--- src/rtl/demux16_tdm.sv ---
// 1-to-16 demultiplexer: steers one W-bit lane into a registered 16-channel bank,
// either by explicit sel or by a TDM round-robin counter. DEMUX16_HOLD_FRAME_EN adds a shadow bank.
module demux16_tdm #(
  parameter int unsigned W = 1
) (
  input  logic            clk,
  input  logic            rst_n,
  input  logic [W-1:0]    din,
  input  logic            din_valid,
  input  logic [3:0]      sel,
  input  logic            mode,
  input  logic            frame_start,
  output logic [16*W-1:0] out,
  output logic [15:0]     upd,
  output logic [3:0]      chan,
  output logic            frame_done
);

  typedef enum logic [1:0] {StIdle, StFill, StDone} state_e;

  state_e          state_q, state_d;
  logic            mode_q;
  logic [3:0]      chan_q, chan_d;
  logic [16*W-1:0] out_q, out_d;
  logic [15:0]     upd_q, upd_d;
  logic            restart;
  logic [3:0]      wr_idx;
`ifdef DEMUX16_HOLD_FRAME_EN
  logic [16*W-1:0] shadow_q, shadow_d;
`endif

  // A mode change or frame_start resynchronises the TDM counter; a write in the
  // same cycle lands in ch0.
  assign restart = (mode != mode_q) || frame_start;
  assign wr_idx  = restart ? 4'd0 : chan_q;

  always_comb begin
    state_d = state_q;
    chan_d  = chan_q;
    out_d   = out_q;
    upd_d   = '0;
`ifdef DEMUX16_HOLD_FRAME_EN
    shadow_d = shadow_q;
`endif
    if (!mode) begin
      state_d = StIdle;
      chan_d  = '0;
      if (din_valid) begin
        out_d[sel*W +: W] = din;
        upd_d             = 16'h0001 << sel;
      end
    end else begin
      if (restart) begin
        state_d = StIdle;
        chan_d  = '0;
      end else if (state_q == StDone) begin
        state_d = StIdle;
      end
      if (din_valid) begin
        chan_d  = wr_idx + 4'd1;
        state_d = (wr_idx == 4'd15) ? StDone : StFill;
`ifdef DEMUX16_HOLD_FRAME_EN
        shadow_d[wr_idx*W +: W] = din;
        // Publish the whole frame on the edge that raises frame_done.
        if (wr_idx == 4'd15) begin
          out_d = shadow_d;
          upd_d = 16'hFFFF;
        end
`else
        out_d[wr_idx*W +: W] = din;
        upd_d                = 16'h0001 << wr_idx;
`endif
      end
    end
  end

  always_ff @(posedge clk or negedge rst_n) begin
    if (!rst_n) begin
      state_q  <= StIdle;
      mode_q   <= 1'b0;
      chan_q   <= '0;
      out_q    <= '0;
      upd_q    <= '0;
`ifdef DEMUX16_HOLD_FRAME_EN
      shadow_q <= '0;
`endif
    end else begin
      state_q  <= state_d;
      mode_q   <= mode;
      chan_q   <= chan_d;
      out_q    <= out_d;
      upd_q    <= upd_d;
`ifdef DEMUX16_HOLD_FRAME_EN
      shadow_q <= shadow_d;
`endif
    end
  end

  assign out        = out_q;
  assign upd        = upd_q;
  assign chan       = chan_q;
  assign frame_done = (state_q == StDone);

endmodule

--- config.mk ---
export PLATFORM = sky130hd
export DESIGN_NAME = demux16_tdm
export DESIGN_NICKNAME = d
export VERILOG_FILES = /design/src/rtl/demux16_tdm.sv
export SDC_FILE = /design/constraint.sdc
export NUM_CORES = 1
export LEC_CHECK = 0
export CAP_MARGIN = 20
export CELL_PAD_IN_SITES_DETAIL_PLACEMENT = 0
export CELL_PAD_IN_SITES_GLOBAL_PLACEMENT = 1
export CORE_ASPECT_RATIO = 1.25
export CORE_MARGIN = 4
export CORE_UTILIZATION = 43
export DETAILED_ROUTE_END_ITERATION = 6
export GPL_TIMING_DRIVEN = 0
export PLACE_DENSITY_LB_ADDON = 0.1
export REMOVE_ABC_BUFFERS = 1
export SLEW_MARGIN = 20
export SYNTH_ARGS = -nofsm -noshare
export SYNTH_HDL_FRONTEND = slang
export SYNTH_SLANG_ARGS = --single-unit
--- constraint.sdc ---
create_clock -name clk -period 4.8 [get_ports clk]
set_input_delay 0.72 -clock clk [delete_from_list [all_inputs] [get_ports clk]]
set_output_delay 0.72 -clock clk [all_outputs]
set_load 0.01 [all_outputs]
* Yosys cells after proc, flatten, opt, wreduce, memory -nomap -nowiden *
Index checks and enable logic that the tools add are counted.

cells by class
  add/sub/neg operators = 3
  eq/ne operators = 4
  shifts and indexed selects = 6
  muxes and demuxes = 16
  reduce and logical (&&, ||, !) cells = 1

operators with widths
  kind                       number
  $mux W16                   6
  $neg A4 Y34                2
  $shift A1 B34 Y16 const A  2
  $shiftx A1 B34 Y16         2
  $bwmux W16                 2
  $shl A1 B4 Y16 const A     2
  $mux W4                    3
  $mux W2                    5
  $add A4 B1 Y4 const B      1
  $eq A4 B4 Y1 const B       1
  $ne A4 B2 Y1 const B       1
  $eq A2 B2 Y1 const B       1
  $logic_or A1 B1 Y1         1
  $ne A1 B1 Y1               1

storage, ports and cells
  register bits = 39
  input bits = 10
  output and inout port bits = 37
  word-level logic and storage cells = 35

* Depth between registers and ports, before layout *
  depth in word-level cells = 8
  mapped depth = 12
  mapped depth without buffers = 9

* Least setup slack after synthesis *
OpenSTA, ideal clock, no wires.

  path type = input to register
  start = input port mode
  end = register out_q[0], in the netlist out[0]
  library setup time = 0.128 ns
  arrival time = 3.165 ns
  required time = 4.672 ns
  setup slack = 1.507 ns
  stages = 12
  path buffers = 3
  path through = buf_4 > xor2_2 > nor2_2 > buf_2 > nand2_1 > ha_1 > ha_1 > or2_2 > clkbuf_1 > a2111oi_2 > o21ai_1 > mux2_1

between the ends
  longest elaborated chain between the ends = 8
  elaborated cells between the ends (all ways) = 9
  classes of those cells = 1 x add/sub; 1 x eq/ne; 2 x shift; 4 x mux; 1 x reduce/logical

ends and longest elaborated chain
  item                                                            RTL line  source
  from (decl)                                                     11        input logic mode,
  $ne A1 B1 Y1                                                    34        assign restart = (mode != mode_q) || frame_start;
  $logic_or A1 B1 Y1                                              34
  $mux W4                                                         --
  $neg A4 Y34                                                     70        out_d[wr_idx*W +: W] = din;
  $shiftx A1 B34 Y16 / $shift A1 B34 Y16 (equally long branches)  70
  $bwmux W16                                                      70
  $mux W16                                                        59        if (din_valid) begin
  $mux W16 (*)                                                    45        if (!mode) begin
  to (signal assigned)                                            91        out_q <= out_d;
  to (decl)                                                       24        logic [16*W-1:0] out_q, out_d;

Mark *: on every way between the ends. The rest lies on a longest branch, timed or not. The select of a mux whose other input is x is not followed.
A chain may end at the register's enable or synchronous reset.

* Worst setup path after layout *
Same ends and word-level chain as after synthesis.

==> run_results.csv <==
group,metric,value,unit
outcome,status,"completed",
yosys,synth.cell_area,2570,µm²
yosys,synth.area.mux_share,0.0428,
floorplan,io_pins,47,
timing,worst_slew_pin_slew,0.704,ns
global_route,grt-ovfl-total,0,
yosys,synth-async-reset-ratio,1.00,
worst_setup_path,slowest_delay,0.52,ns
yosys,ys_warn_count,0,
cells_and_area,mostFrequentLayoutCell,"clkdlybuf4s50_1",
timing,hold_viol_final,0,
placement,portBuffers,46,
clock_network,clock_tree.buffer_depth,2,
cells_and_area,syn2layout_area_growth,22.7,%
floorplan,die_area,7300,µm²
route,drtAntennaViolNets,0,
clock_network,cts_setup_buffers,0,
worst_setup_path,end_kind,"flop",
yosys,synth_top_family_by_area,"simple AND/OR/NAND/NOR gates",
yosys,synth.avg_cell_area,9.03,µm²
placement,gp_congestion,0.888,
cells_and_area,fillers,582,
placement,hpwlAfterDp,4900,µm
timing,finalSetupViolCount,0,
route,post_drt_wl_per_cell,16.9,µm
global_route,grt_start_max_net_pins,40,
cells_and_area,layout_common_cells,"clkdlybuf4s50_1 (43), dfrtp_1 (39), nand2_1 (31), a21oi_1 (20), ha_1 (16)",
global_route,first_global_vias,2228,
worst_setup_path,ff2ff_setup_slack,1.42,ns
worst_setup_path,reg2reg_from,"mode_q$_DFF_PN0_",
worst_setup_path,path_class,"input pin to flop",
floorplan,start_util,0.443,
timing,fin_hold_ws,0.383,ns
clock_network,cts_resized,0,
yosys,synth_xor_area_frac,0.0165,
timing,tns,0,ns
pwr,vdd_drop_max,0.148,mV
worst_setup_path,cp_data_arrival_time,4.05,ns
placement,dpl_cell_area,3060,µm²
clock_network,cts_tree,"yes",
route,via_count,2289,
floorplan,die_h,94.5,µm
pwr,leakagePower,1.35,nW
timing,fin_skew,0.00744,ns
hold_path,hold_path_class,"input pin to async pin",
yosys,yosys_most_used_dff,"dfrtp_1",
global_route,grt_pass1_wl,11000,µm
yosys,synthSimpleGateAreaFrac,0.253,
clock_network,cts_hold_repair.buffers,0,
worst_setup_path,crit_chain,"buf_2 > xor2_2 > nor2_2 > nand2_1 > ha_1 > ha_1 > or2_2 > a2111oi_2 > o21ai_1 > mux2_1",
clock_network,clock_latency,0.29,ns
clock_network,cts_num_sinks,39,
global_route,antenna_found_initial,0,
timing,slew_viol_final,0,
route,drt-initial-drc-count,129,
timing,fmax,258,MHz
cells_and_area,diodes,0,
route,detail_route.first_pass.iterations,4,
yosys,ys_ff_latch,39,
worst_setup_path,worst_path_most_repeated_cell,"ha_1",
yosys,ys_types,55,
worst_setup_path,cp-start-kind,"input pin",
flow_run,max-cap-violations,0,
pwr,power,837,µW
clock_network,htreeDepth,2,
yosys,netlist_instances,285,
cells_and_area,fin_util,0.543,
floorplan,core_area,5820,µm²
timing,rsz0062_at_grt,"no",
worst_setup_path,path_max_fanout,39,
yosys,ys_seq_area_frac,0.379,
worst_setup_path,slowest_stage,"buf_2",
worst_setup_path,worstPathRequired,4.97,ns
cells_and_area,fin_nets,349,
cells_and_area,final_area,3160,µm²
timing,min_period_over_period,0.808,
route,drc_errors,0,
route,vias_per_cell,5.87,
timing,fin_crit,3.88,ns
clock_network,cts_buffers,5,
floorplan,rows,31,
pwr,power_density,265,nW/µm²
yosys,synthAdderAreaFrac,0.0777,
timing,slew_headroom,0.526,
cells_and_area,drive_gt1_frac,0.0833,
yosys,synth_enable_flop_cells,0,
clock_network,clockRootBuffer,"clkbuf_8",
yosys,synth_compound_area_frac,0.183,
worst_setup_path,r2r_end,"out[0]$_DFFE_PN0P_",
clock_network,clk_transition_reported_paths,0.08,ns
floorplan,die_w,77.2,µm
route,routed_wl,6600,µm
global_route,track_usage,0.190,
worst_setup_path,reg2reg_depth,9,
-- Yosys cell counts (3+ instances only) --
cell	count	area share
nor2_1	12	0.017
nand4b_1	5	0.017
nor3_1	11	0.021
and2_1	12	0.029
inv_1	14	0.020
o21ai_0	5	0.0097
xnor2_1	3	0.010
a21oi_1	20	0.039
o32ai_1	4	0.014
a21boi_0	3	0.0087
o22ai_1	9	0.022
nand3_1	6	0.012
buf_2	6	0.012
and3_1	8	0.019
nor2b_1	6	0.015
a31oi_1	6	0.015
a211oi_1	4	0.012
mux2_2	7	0.031
nor4_1	5	0.012
nand2_1	31	0.045
ha_1	16	0.078
nand4_1	4	0.0097
nand2b_1	5	0.012
clkbuf_1	8	0.012
dfrtp_1	39	0.38
-- cells by family (layout without fill, tap and decap cells) --
logic type / after synthesis / count (layout)
xor+xnor: 4 / 4
buf+inv: 30 / 69
compound gates: 68 / 68
fa+ha+maj: 16 / 16
simple gates: 118 / 118
flops: 39 / 39
mux: 10 / 10
-- routing by layer --
metal	routed length, µm	part of all wire	vias to the layer above	GRT usage
met2	3260	0.49	68	0.331
met5	0	0	-	0
met3	282	0.043	12	0.0334
met4	162	0.025	0	0.0772
li1	-	-	1115	-
met1	2890	0.44	1094	0.232
-- through the flow --
| step | worst slack, ns | instances |
|---|---|---|
| 5_1_grt | 0.675 | 390 |
| 6_report | 0.924 | 390 |
| 3_3_place_gp | -0.305 | 381 |
| 2_1_floorplan | 1.72 | 269 |
| 4_1_cts | 0.920 | 390 |
| 3_5_place_dp | 0.603 | 382 |
-- final cells by class --
type	instances	area [µm²]	area share
Clock buffer	8	100	0.0317
Inverter	14	52.6	0.0166
Multi-Input combinational cell	216	1480	0.467
Sequential cell	39	976	0.309
Tap cell	66	82.6	0.0261
Timing Repair Buffer	47	473	0.150
-- report_power, final --
group	switching, mW	internal [mW]
Combinational	0.105	0.108
Sequential	0.0189	0.361
Clock	0.112	0.131
Total	0.236	0.601
-- registers in the layout (all words and copies together) (netlist names) --
name     count
chan         4
mode_q       1
out         16
state_q      2
upd         16
-- worst max-delay path, delay by kind of cell --
family          cells  cell delay (ns)
simple gates        3             1.10
xor+xnor            1             0.24
compound gates      2             0.36
buf+inv             1             0.52
fa+ha+maj           2             0.74
mux                 1             0.35
-- worst max-delay path by stage --
stage               from                  to  slack (ns)  cells past startpoint
finish              mode  out[0]$_DFFE_PN0P_        0.92                     10
global placement    mode  out[0]$_DFFE_PN0P_       -0.31                     10
CTS                 mode  out[0]$_DFFE_PN0P_        0.92                     10
floorplan           mode  out[0]$_DFFE_PN0P_        1.72                      9
detailed placement  mode  out[0]$_DFFE_PN0P_        0.60                     10
global route        mode  out[0]$_DFFE_PN0P_        0.68                     10
(Power assumes the default switching activity.)
